==> src/rtl/fp4_pkg.sv <==
// Shared FP4 (E2M1) definitions: field layout, payload struct and magnitude decode.
package fp4_pkg;

    localparam int unsigned FP4_W        = 4;
    localparam int unsigned FP4_SIGN_BIT = 3;
    localparam int unsigned FP4_EXP_MSB  = 2;
    localparam int unsigned FP4_EXP_LSB  = 1;
    localparam int unsigned FP4_MAN_BIT  = 0;
    localparam int unsigned FP4_MAX_HALF = 12;
    localparam int unsigned FP4_MAG_W    = $clog2(FP4_MAX_HALF + 1);

    typedef struct packed {
        logic       sign;
        logic [1:0] exp;
        logic       man;
    } fp4_t;

    // Unsigned magnitude of an FP4 value in units of 0.5.
    function automatic logic [FP4_MAG_W-1:0] fp4_to_half_mag(input logic [FP4_W-1:0] raw);
        logic [1:0]           e;
        logic                 m;
        logic [FP4_MAG_W-1:0] mag;
        e   = raw[FP4_EXP_MSB:FP4_EXP_LSB];
        m   = raw[FP4_MAN_BIT];
        mag = '0;
        case (e)
            2'b00:   mag = m ? FP4_MAG_W'(1)  : FP4_MAG_W'(0);
            2'b01:   mag = m ? FP4_MAG_W'(3)  : FP4_MAG_W'(2);
            2'b10:   mag = m ? FP4_MAG_W'(6)  : FP4_MAG_W'(4);
            default: mag = m ? FP4_MAG_W'(12) : FP4_MAG_W'(8);
        endcase
        return mag;
    endfunction

endpackage

==> src/rtl/fp4_to_fixed.sv <==
// Combinational FP4 -> signed fixed point (LSB = 0.5); negative zero maps to 0.
module fp4_to_fixed
    import fp4_pkg::*;
#(
    parameter int unsigned ACC_W = 16
) (
    input  fp4_t                    fp_i,
    output logic signed [ACC_W-1:0] fixed_o
);

    logic [FP4_MAG_W-1:0] mag;
    logic [ACC_W-1:0]     mag_ext;

    always_comb begin
        mag     = fp4_to_half_mag(fp_i);
        mag_ext = ACC_W'(mag);
        fixed_o = fp_i.sign ? (-mag_ext) : mag_ext;
    end

endmodule

==> src/rtl/fp4_accumulator.sv <==
// Accumulates VEC_LEN FP4 products into a saturating signed sum with a valid/ready result register.
module fp4_accumulator
    import fp4_pkg::*;
#(
    parameter int unsigned VEC_LEN = 16,
    parameter int unsigned ACC_W   = 16
) (
    input  logic                                i_clk,
    input  logic                                i_rst,
    input  logic                                i_data_valid,
    input  fp4_t                                i_product,
    output logic                                o_ready,
    input  logic                                i_clear,
    output logic signed [ACC_W-1:0]             o_sum,
    output logic                                o_valid,
    input  logic                                i_ready,
    output logic                                o_overflow,
    output logic [$clog2(VEC_LEN)-1:0]          o_count
);

    localparam int unsigned CNT_W = $clog2(VEC_LEN);
    localparam logic [CNT_W-1:0] LAST_CNT = CNT_W'(VEC_LEN - 1);
    localparam logic [ACC_W-1:0] SUM_MAX  = {1'b0, {(ACC_W-1){1'b1}}};
    localparam logic [ACC_W-1:0] SUM_MIN  = {1'b1, {(ACC_W-1){1'b0}}};

    logic [ACC_W-1:0] acc_q, acc_d;
    logic [CNT_W-1:0] cnt_q, cnt_d;
    logic             sat_q, sat_d;
    logic [ACC_W-1:0] sum_q, sum_d;
    logic             valid_q, valid_d;
    logic             ovf_q, ovf_d;

    logic signed [ACC_W-1:0] term;
    logic [ACC_W:0]          sum_ext;
    logic [ACC_W-1:0]        add_next;
    logic                    add_sat;
    logic                    is_last;
    logic                    accept;

    fp4_to_fixed #(.ACC_W(ACC_W)) u_decode (
        .fp_i    (i_product),
        .fixed_o (term)
    );

    // Sign-extended add; a carry/sign disagreement means the result left the ACC_W range.
    always_comb begin
        sum_ext  = {acc_q[ACC_W-1], acc_q} + {term[ACC_W-1], term};
        add_sat  = sum_ext[ACC_W] ^ sum_ext[ACC_W-1];
        add_next = add_sat ? (sum_ext[ACC_W] ? SUM_MIN : SUM_MAX) : sum_ext[ACC_W-1:0];
    end

    assign is_last = (cnt_q == LAST_CNT);
    assign o_ready = !i_clear && !(is_last && valid_q && !i_ready);
    assign accept  = i_data_valid && o_ready;

    always_comb begin
        acc_d   = acc_q;
        cnt_d   = cnt_q;
        sat_d   = sat_q;
        sum_d   = sum_q;
        valid_d = valid_q;
        ovf_d   = ovf_q;

        if (valid_q && i_ready) begin
            valid_d = 1'b0;
        end

        if (i_clear) begin
            acc_d = '0;
            cnt_d = '0;
            sat_d = 1'b0;
        end else if (accept) begin
            if (is_last) begin
                sum_d   = add_next;
                ovf_d   = sat_q | add_sat;
                valid_d = 1'b1;
                acc_d   = '0;
                cnt_d   = '0;
                sat_d   = 1'b0;
            end else begin
                acc_d = add_next;
                cnt_d = cnt_q + CNT_W'(1);
                sat_d = sat_q | add_sat;
            end
        end
    end

    always_ff @(posedge i_clk) begin
        if (i_rst) begin
            acc_q   <= '0;
            cnt_q   <= '0;
            sat_q   <= 1'b0;
            sum_q   <= '0;
            valid_q <= 1'b0;
            ovf_q   <= 1'b0;
        end else begin
            acc_q   <= acc_d;
            cnt_q   <= cnt_d;
            sat_q   <= sat_d;
            sum_q   <= sum_d;
            valid_q <= valid_d;
            ovf_q   <= ovf_d;
        end
    end

    assign o_sum      = sum_q;
    assign o_valid    = valid_q;
    assign o_overflow = ovf_q;
    assign o_count    = cnt_q;

endmodule

==> config.mk <==
export PLATFORM = sky130hd
export DESIGN_NAME = fp4_accumulator
export DESIGN_NICKNAME = d
export VERILOG_FILES = /design/src/rtl/fp4_pkg.sv /design/src/rtl/fp4_to_fixed.sv /design/src/rtl/fp4_accumulator.sv
export SDC_FILE = /design/constraint.sdc
export NUM_CORES = 1
export LEC_CHECK = 0
export BUFFER_PORTS_ARGS = -buffer_cell sky130_fd_sc_hd__buf_2
export CAP_MARGIN = 10
export CORE_UTILIZATION = 40
export DETAILED_ROUTE_END_ITERATION = 10
export PLACE_DENSITY_LB_ADDON = 0.2
export SLEW_MARGIN = 40
export SYNTH_ARGS = -nofsm -noshare
export SYNTH_HDL_FRONTEND = slang
export SYNTH_SLANG_ARGS = --single-unit
==> constraint.sdc <==
create_clock -name i_clk -period 4.3 [get_ports i_clk]
set_input_delay 0.86 -clock i_clk [delete_from_list [all_inputs] [get_ports i_clk]]
set_output_delay 0.86 -clock i_clk [all_outputs]
set_load 0.005 [all_outputs]
# --- Word level (Yosys, flattened, before mapping) ---
# Cells that the tools add are included.
word_totals:
  register_bits: 39
  inputBits: 9
  wordCells: 41
op_classes:
  n_reduce_logical: 11
  muxes: 15
  n_eq_ne: 3
  n_bitwise: 3
  n_addsub: 3
op_table:
  columns: ["op", "count"]
  rows:
  - ["$mux W16", 4]
  - ["$add A16 B16 Y17", 1]
  - ["$neg A4 Y16", 1]
  - ["$pmux W4 S3", 1]
  - ["$mux W1", 7]
  - ["$logic_and A1 B1 Y1", 5]
  - ["$add A4 B1 Y4 const B", 1]
  - ["$eq A4 B4 Y1 const B", 1]
  - ["$mux W4", 1]
  - ["$logic_not A1 Y1", 3]
  - ["$mux W3", 1]
  - ["$reduce_and A3 Y1", 1]
  - ["$eq A2 B1 Y1 const B", 1]
  - ["$eq A2 B2 Y1 const B", 1]
  - ["$logic_not A2 Y1", 1]
  - ["$mux W2", 1]
  - ["$reduce_or A2 Y1", 1]
  - ["$not A1 Y1", 1]
  - ["$or A1 B1 Y1", 1]
  - ["$xor A1 B1 Y1", 1]

# --- Logic depth before layout (Yosys ltp) ---
# Gate-level depths: netlist of the first run.
logic_depth:
  depth_word: 8
  ltp_mapped: 15

# --- Modules after synthesis ---
# Synthesis of the first run repeated with hierarchy kept, for this count alone.
hier_totals:
  hier_cells: 311
  hier_area_um2: 2671.3
by_module_without_submodules:
  columns: ["module", "area_per_inst_um2", "n_inst", "cells_per_inst"]
  rows:
  - ["fp4_accumulator", 2469.9, 1, 285]
  - ["fp4_to_fixed", 201.4, 1, 26]

# --- Worst setup path before layout of the first run ---
# Ideal clock, no wire load.
synth_path:
  path_kind: "input port to flip-flop"
  start: "input i_product[2] (netlist bit)"
  end: "register acc_q[13]"
  t_arrival_ns: 3.727
  path_slack_ns: 0.451
  cell_stages: 14
  setup_time_ns: 0.122
  path_buffers: 2
  cell_sequence: "clkbuf_1 or2_2 a21oi_1 ha_1 nand2_1 o21ai_0 ha_1 a211o_1 a21oi_2 a2111oi_2 o41ai_1 buf_4 a21oi_1 a221o_1"
synth_between:
  elab_chain_len: 8
  word_cells_on_any_way: 11
  cone_classes: "2 x add/sub; 2 x eq/ne; 5 x mux; 1 x bitwise; 1 x reduce/logical"
synth_lines:
  columns: ["item", "line_no", "text"]
  rows:
  - ["start: declaration", "fp4_accumulator.sv:11", "input fp4_t i_product,"]
  - ["$eq A2 B2 Y1 (tied with other cells)", "fp4_pkg.sv:26", "case (e)"]
  - ["$pmux W4 S3 *", "fp4_pkg.sv:26", null]
  - ["$neg A4 Y16", "fp4_to_fixed.sv:17", "fixed_o = fp_i.sign ? (-mag_ext) : mag_ext;"]
  - ["$mux W16 *", "fp4_to_fixed.sv:17", null]
  - ["$add A16 B16 Y17 *", "fp4_accumulator.sv:47", "sum_ext = {acc_q[ACC_W-1], acc_q} + {term[ACC_W-1], term};"]
  - ["$mux W16 / $xor A1 B1 Y1 (equally long branches)", "fp4_accumulator.sv:49, fp4_accumulator.sv:48", null]
  - ["$mux W16 *", "fp4_accumulator.sv:49", "add_next = add_sat ? (sum_ext[ACC_W] ? SUM_MIN : SUM_MAX) : sum_ext[ACC_W-1:0];"]
  - ["$mux W16 *", "fp4_accumulator.sv:73", "if (is_last) begin"]
  - ["end signal: assignment", "fp4_accumulator.sv:90", "acc_q <= '0;"]
  - ["end signal: assignment", "fp4_accumulator.sv:97", "acc_q <= acc_d;"]
  - ["end: declaration", "fp4_accumulator.sv:26", "logic [ACC_W-1:0] acc_q, acc_d;"]
# Mark *: on every way between the ends. The rest lies on a longest branch, timed or not.
# A chain may end at the register's enable or synchronous reset.

# --- Worst setup path after layout of the first run ---
layout_path:
  start: "input i_product[2] (netlist bit)"
  end: "register sum_q[6] (netlist: o_sum[6])"
layout_between:
  elab_chain_len: 7
  word_cells_on_any_way: 10
  cone_classes: "2 x add/sub; 2 x eq/ne; 4 x mux; 1 x bitwise; 1 x reduce/logical"
layout_lines:
  columns: ["item", "line_no", "text"]
  rows:
  - ["$eq A2 B2 Y1 (tied with other cells)", "fp4_pkg.sv:26", null]
  - ["$pmux W4 S3 *", "fp4_pkg.sv:26", null]
  - ["$neg A4 Y16", "fp4_to_fixed.sv:17", null]
  - ["$mux W16 *", "fp4_to_fixed.sv:17", null]
  - ["$add A16 B16 Y17 *", "fp4_accumulator.sv:47", null]
  - ["$mux W16 / $xor A1 B1 Y1 (equally long branches)", "fp4_accumulator.sv:49, fp4_accumulator.sv:48", null]
  - ["$mux W16 *", "fp4_accumulator.sv:49", null]
  - ["end signal: assignment", "fp4_accumulator.sv:100", "sum_q <= sum_d;"]
  - ["end: declaration", "fp4_accumulator.sv:29", "logic [ACC_W-1:0] sum_q, sum_d;"]
# Marks and branches as above.

==> run summary, run 1 <==
status -> completed
max-cap violation count -> 0
Slew @ Worst Pin -> 524 ps
boundary pin count -> 32
RSZ-0062 raised after global routing -> false
Clock power frac -> 30.4%
Seq pwr share -> 46.4%
placer's final routability congestion estimate -> 0.829
vias in the first global route -> 1902
Clock Sinks -> 39
worst reg2reg path depth -> 10
mapped cell area -> 2530 um^2
reg-to-reg slack, setup -> 1540 ps
Post-Route WL -> 5.76 mm
core region area -> 6030 um^2
Row Count -> 28
layout cells sized above 1 -> 25.2%
crit start category -> input port
Hold-fix buffers, CTS -> 0
Synth cell types -> 57
H-tree depth -> 2
pin count of the biggest net entering global routing -> 30
Syn Inst Count -> 293
DR WL/cell -> 14.5 um
DRC viols -> 0
routed vias -> 2193
Setup crit end kind -> flip-flop
max-slew headroom at the worst pin -> 65.1%
root buffer cell -> clkbuf_8
Net Switching -> 0.244 mW
metal2 WL -> 2.55 mm
Comb power frac -> 23.1%
Worst path slowest cell -> ha_1
most common cell in the netlist -> dfxtp_1
Worst Hold Path Cells -> 2
Die ar. -> 6650 um^2
Vias per Instance -> 5.54
uppermost layer routed -> met4
Worst VDD drop -> 0.224 mV
YS warnings -> 0
Synth area leader -> dfxtp_1
overall routing resource usage -> 18.7%
setup_tns -> 0 ps
Post-Place Cell Area -> 2770 um^2
final std cells w/o fill -> 396
post-CTS resize count -> 0
nets -> 347
setup ws final -> 442 ps
clock tree from TritonCTS -> yes
kind of critical path -> input port to flip-flop
Post-CTS Setup Inserts -> 0
initial antenna violation count -> 0
Place WS -> 152 ps
Finished Cell Area -> 2850 um^2
clk_skew -> 8.68 ps
CP arrival -> 4060 ps
crit-path cells -> buf_2, or2_2, a21oi_1, ha_1, nand2_1, o21ai_0, ha_1, a211o_1, a21oi_2, a2111oi_2, o31ai_1, o41ai_2, buf_12, maj3_2, a211oi_2
ys flop type -> dfxtp_1
RR Endpoint -> o_sum[7]
Final Cycle Share -> 89.7%
FF+latch count, synth -> 39
CTS buffer count -> 5
Post-synth ARST share -> 0%
worst hold path type -> flip-flop to flip-flop
Worst Hold Launch -> acc_q[10]
hold worst-path end -> acc_q[10]
Synth area leaders -> dfxtp_1 31%, ha_1 8.4%, a211oi_2 5.9%
number of iterations in the first detailed-routing pass -> 5
Mapped Nets -> 320
first-pass GRT wire length -> 9.60 mm
WL met3 -> 237 um
Clock Path Buffers -> 2
Die Y -> 81.5 um
PD cells -> 280 nW/um^2
EDFF count, synth -> 0
f_max -> 0.259 GHz
crit path time final -> 3860 ps
clock-pin slew on the worst setup and hold paths -> 70 ps
top-area cell type share of the netlist area -> 30.9%
CP required -> 4500 ps
ANT nets after route -> 0
ANT cells -> 0
Crit path top cell by count -> ha_1
clock latency on the worst-skew pair -> 290 ps
Lkg Pwr -> 1.18 nW
worst-path maximum fanout -> 20
Final Slew Violations -> 0
Sw Share -> 30.6%
wire length on met1 -> 2.90 mm
global route overflow -> 0
DIE WIDTH -> 81.5 um
Power Total -> 0.797 mW
final hold vios -> 0
Int Pwr -> 0.554 mW
Starting Density -> 42.0%
IO Port Bufs -> 31
Setup-failing EPs final -> 0
placed wire-length estimate -> 4.40 mm
initial detailed-routing violation count -> 119
post-synthesis sequential area ratio -> 30.9%
Area Overhead vs Synth -> 12.7%
crit-path max cell delay -> 360 ps
r2r startpoint -> acc_q[0]
most frequent cells after synthesis -> 39 x dfxtp_1, 35 x nor2_1, 24 x nand2_1, 21 x o21ai_0, 18 x a21oi_1
mean area per synthesized cell -> 8.63 um^2
Cells after DPL -> 388
worst max-delay path, delay by kind of cell:
kind	cells	cell delay (ps)
AO/OA/AOI/OAI	8	1590
AND/OR/NAND/NOR	2	340
buffers and inverters	2	340
adder cells (fa/ha/maj)	3	940
worst max path at each step:
stage | startpoint | endpoint | slack (ps) | depth (start not counted)
CTS | i_product[2] | o_sum[4] | 450 | 15
floorplan | i_product[2] | acc_q[13] | 450 | 14
detailed placement | i_product[2] | o_sum[4] | 150 | 15
finish | i_product[2] | o_sum[6] | 440 | 15
global placement | i_product[2] | o_sum[5] | 240 | 15
global route | i_product[2] | o_sum[4] | 250 | 15
state kept, by name, summed over array words and instances, names as in the netlist:
| name | count |
|---|---|
| acc_q | 16 |
| sat_q | 1 |
| o_overflow | 1 |
| o_valid | 1 |
| o_count | 4 |
| o_sum | 16 |
power groups by stage:
stage          clock (mW)  sequential (mW)  combinational, mW
6_report            0.243            0.370              0.185
4_1_cts             0.250            0.370              0.184
3_5_place_dp            0            0.379              0.182
3_3_place_gp            0            0.379              0.182
2_1_floorplan           0            0.378              0.139
5_1_grt             0.265            0.371              0.205
routing by layer:
metal	up-vias	global-route usage (%)
met2	54	27.1
met5	-	0
met3	7	2.44
met1	1002	28.4
met4	0	5.54
li1	1130	-
cell families (layout without fill, tap and decap cells):
kind of cell    after synthesis  in the layout  share of synthesized area, %
simple gates                 93             93                          16.9
compound gates               92             92                          27.8
flops                        39             39                          30.9
fa+ha+maj                    30             30                          14.5
buf+inv                      23             51                          4.25
xor+xnor                     15             15                          5.19
mux                           1              1                         0.445
placed cells by master (no fill, tap or decap), drive strengths merged, types with 5 or more instances in the layout:
master,Yosys,routed
dfxtp,39,39
a21oi,19,19
xor2,9,9
a21o,5,5
nor3,6,6
o21ai,22,22
inv,5,5
buf,9,38
maj3,12,12
nand3,7,7
xnor2,6,6
nand4,6,6
nor2,35,35
clkbuf,9,6
nand2,24,24
ha,17,17
a211oi,14,14
through the flow:
| stage | util (%) | hold WS (ps) |
|---|---|---|
| after global routing | 47.3 | 491 |
| final | 47.3 | 461 |
| after floorplan | - | 432 |
| after global placement | 45.9 | 444 |
| after detailed placement | 45.9 | 449 |
| after CTS | 47.3 | 469 |
cell type report:
type | instances | area [um^2]
Fill cell | 605 | 3180
Multi-Input combinational cell | 231 | 1650
Clock buffer | 6 | 72.6
Inverter | 5 | 18.8
Timing Repair Buffer | 38 | 220
Tap cell | 75 | 93.8
Sequential cell | 39 | 781
Clock inverter | 2 | 12.5
No activity file was read; power rests on OpenSTA's default activity.
==> run 2: changes to the inputs <==
CORE_UTILIZATION = 55   (was 40)
==> run 2 against run 1 <==
Wire length up 1.9%; register-to-register slack worse by 40 ps; via count up 3.2%; final cell count down 5.1%; sequential cell count unchanged; clock skew down 1.6 ps; utilization up 17 points; first-iteration DRC count down 12%; count of clock-buffer cells in the layout up 1; critical path type unchanged; critical endpoint is now acc_q[13].
==> run summary, run 2 (synthesis gave the netlist of run 1 again) <==
placed wire-length estimate -> 4.43 mm (was 4.40 mm)
routed vias -> 2264 (was 2193)
Die ar. -> 4870 um^2 (was 6650 um^2)
Vias per Instance -> 6.02 (was 5.54)
worst hold path type -> flip-flop to flip-flop (unchanged)
PD cells -> 279 nW/um^2 (was 280 nW/um^2)
H-tree depth -> 2 (unchanged)
Setup-failing EPs final -> 0 (unchanged)
kind of critical path -> input port to flip-flop (unchanged)
clock tree from TritonCTS -> yes (unchanged)
Worst VDD drop -> 0.231 mV (was 0.224 mV)
Clock Path Buffers -> 2 (unchanged)
CP Depth -> 14 (was 15)
Post-Route WL -> 5.87 mm (was 5.76 mm)
max-cap violation count -> 0 (unchanged)
Lkg Pwr -> 1.19 nW (was 1.18 nW)
worst path bufs/invs -> 2 (unchanged)
DR WL/cell -> 15.6 um (was 14.5 um)
RSZ-0062 raised after global routing -> false (unchanged)
Starting Density -> 57.7% (was 42.0%)
vias in the first global route -> 2102 (was 1902)
Slew @ Worst Pin -> 668 ps (was 524 ps)
commonest non-fill, non-tap cell in the layout -> dfxtp_1 (unchanged)
pin count of the biggest net entering global routing -> 21 (was 30)
Final Slew Violations -> 0 (unchanged)
Worst Hold Launch -> acc_q[6] (was acc_q[10])
Area Overhead vs Synth -> 11.9% (was 12.7%)
most frequent cells in the layout -> 39 x dfxtp_1, 33 x nor2_1, 31 x buf_2 (was 39 x dfxtp_1, 34 x nor2_1, 31 x buf_2)
number of iterations in the first detailed-routing pass -> 4 (was 5)
CP arrival -> 4040 ps (was 4060 ps)
CP required -> 4480 ps (was 4500 ps)
post-CTS resize count -> 0 (unchanged)
f_max -> 0.259 GHz (about the same)
root buffer cell -> clkbuf_8 (unchanged)
CTS buffer count -> 5 (unchanged)
DRC viols -> 0 (unchanged)
status -> completed (unchanged)
clock latency on the worst-skew pair -> 290 ps (about the same)
setup_tns -> 0 ps (unchanged)
Worst path slowest cell -> o41ai_2 (was ha_1)
Worst Hold Path Cells -> 2 (unchanged)
worst reg2reg path depth -> 8 (was 10)
clock-pin slew on the worst setup and hold paths -> 80 ps (was 70 ps)
crit start category -> input port (unchanged)
largest delay contributor family on the critical path -> compound AO/OA/AOI/OAI gates (unchanged)
nets -> 350 (was 347)
Die Y -> 69.8 um (was 81.5 um)
first-pass GRT wire length -> 9.97 mm (was 9.60 mm)
crit-path cells -> buf_2, or2_2, a21oi_1, ha_1, nand2_1, o21ai_0, ha_1, a211o_1, a21oi_2, a2111oi_2, o41ai_2, buf_4, a21oi_1, a221o_1 (was buf_2, or2_2, a21oi_1, ha_1, nand2_1, o21ai_0, ha_1, a211o_1, a21oi_2, a2111oi_2, o31ai_1, o41ai_2, buf_12, maj3_2, a211oi_2)
Worst Hold Slack -> 461 ps (about the same)
Hold-fix buffers, CTS -> 0 (unchanged)
clk_skew -> 7.09 ps (was 8.68 ps)
boundary pin count -> 32 (unchanged)
max-slew headroom at the worst pin -> 55.4% (was 65.1%)
# fillers -> 374 (was 605)
initial detailed-routing violation count -> 105 (was 119)
ANT nets after route -> 0 (unchanged)
crit-path max cell delay -> 630 ps (was 360 ps)
Setup crit end kind -> flip-flop (unchanged)
Power Total -> 0.789 mW (was 0.797 mW)
layout cells sized above 1 -> 25.9% (was 25.2%)
Clock Sinks -> 39 (unchanged)
Row Count -> 24 (was 28)
Post-CTS Setup Inserts -> 0 (unchanged)
setup ws final -> 436 ps (was 442 ps)
global route overflow -> 0 (unchanged)
ANT cells -> 0 (unchanged)
crit path time final -> 3860 ps (about the same)
placer's final routability congestion estimate -> 0.981 (was 0.829)
overall routing resource usage -> 25.8% (was 18.7%)
Place WS -> 126 ps (was 152 ps)
initial antenna violation count -> 0 (unchanged)
Final Cycle Share -> 89.9% (was 89.7%)
Worst Setup SP -> i_product[1] (was i_product[2])
IO Port Bufs -> 31 (unchanged)
final hold vios -> 0 (unchanged)
r2r startpoint -> acc_q[4] (was acc_q[0])
worst-path maximum fanout -> 11 (was 20)
core region area -> 4380 um^2 (was 6030 um^2)
DIE WIDTH -> 69.8 um (was 81.5 um)
[run 2: cell type report]
cell class                      instances  area, um^2  area share, %
Clock buffer                            7        76.3           2.70
Clock inverter                          1        5.00          0.177
Tap cell                               52        65.1           2.30
Inverter                                5        18.8          0.663
Sequential cell                        39         781           27.6
Timing Repair Buffer                   41         230           8.13
Multi-Input combinational cell        231        1650           58.4
[run 2: per-layer routing]
metal | up-vias | global-route usage [%] | routed length [um] | part of all wire [%]
met2 | 64 | 39.5 | 2540 | 43
met3 | 9 | 4.94 | 309 | 5.3
li1 | 1134 | - | - | -
met4 | 0 | 8.22 | 104 | 1.8
met1 | 1057 | 36.3 | 2910 | 50
met5 | - | 0 | 0 | 0
[run 2: through the flow]
stage          cells  util [%]  instance area [um^2]
2_1_floorplan    293         -                  2530
3_3_place_gp     368      62.6                  2750
3_5_place_dp     368      62.7                  2750
4_1_cts          376      64.6                  2830
5_1_grt          376      64.6                  2830
6_report         376      64.6                  2830
[run 2: path summary, 6_finish.rpt]
check                                 end  slack (ps)
worst max-delay path            acc_q[13]         440
worst min-delay path             acc_q[6]         460
worst max register to register  acc_q[13]        1500
worst min register to register   acc_q[6]         460
[run 2: tightest hold or removal path: cells and delay by family, from the launching register on]
family / cells / cell delay, ps
DFF: 1 / 330
and+or+nand+nor: 1 / 50
AOI/OAI and AO/OA: 1 / 50
[run 2: power by group]
part	leakage, nW	switching, mW	internal (mW)
Combinational	0.833	0.110	0.0729
Clock	0.0422	0.122	0.114
Sequential	0.315	0.00387	0.367
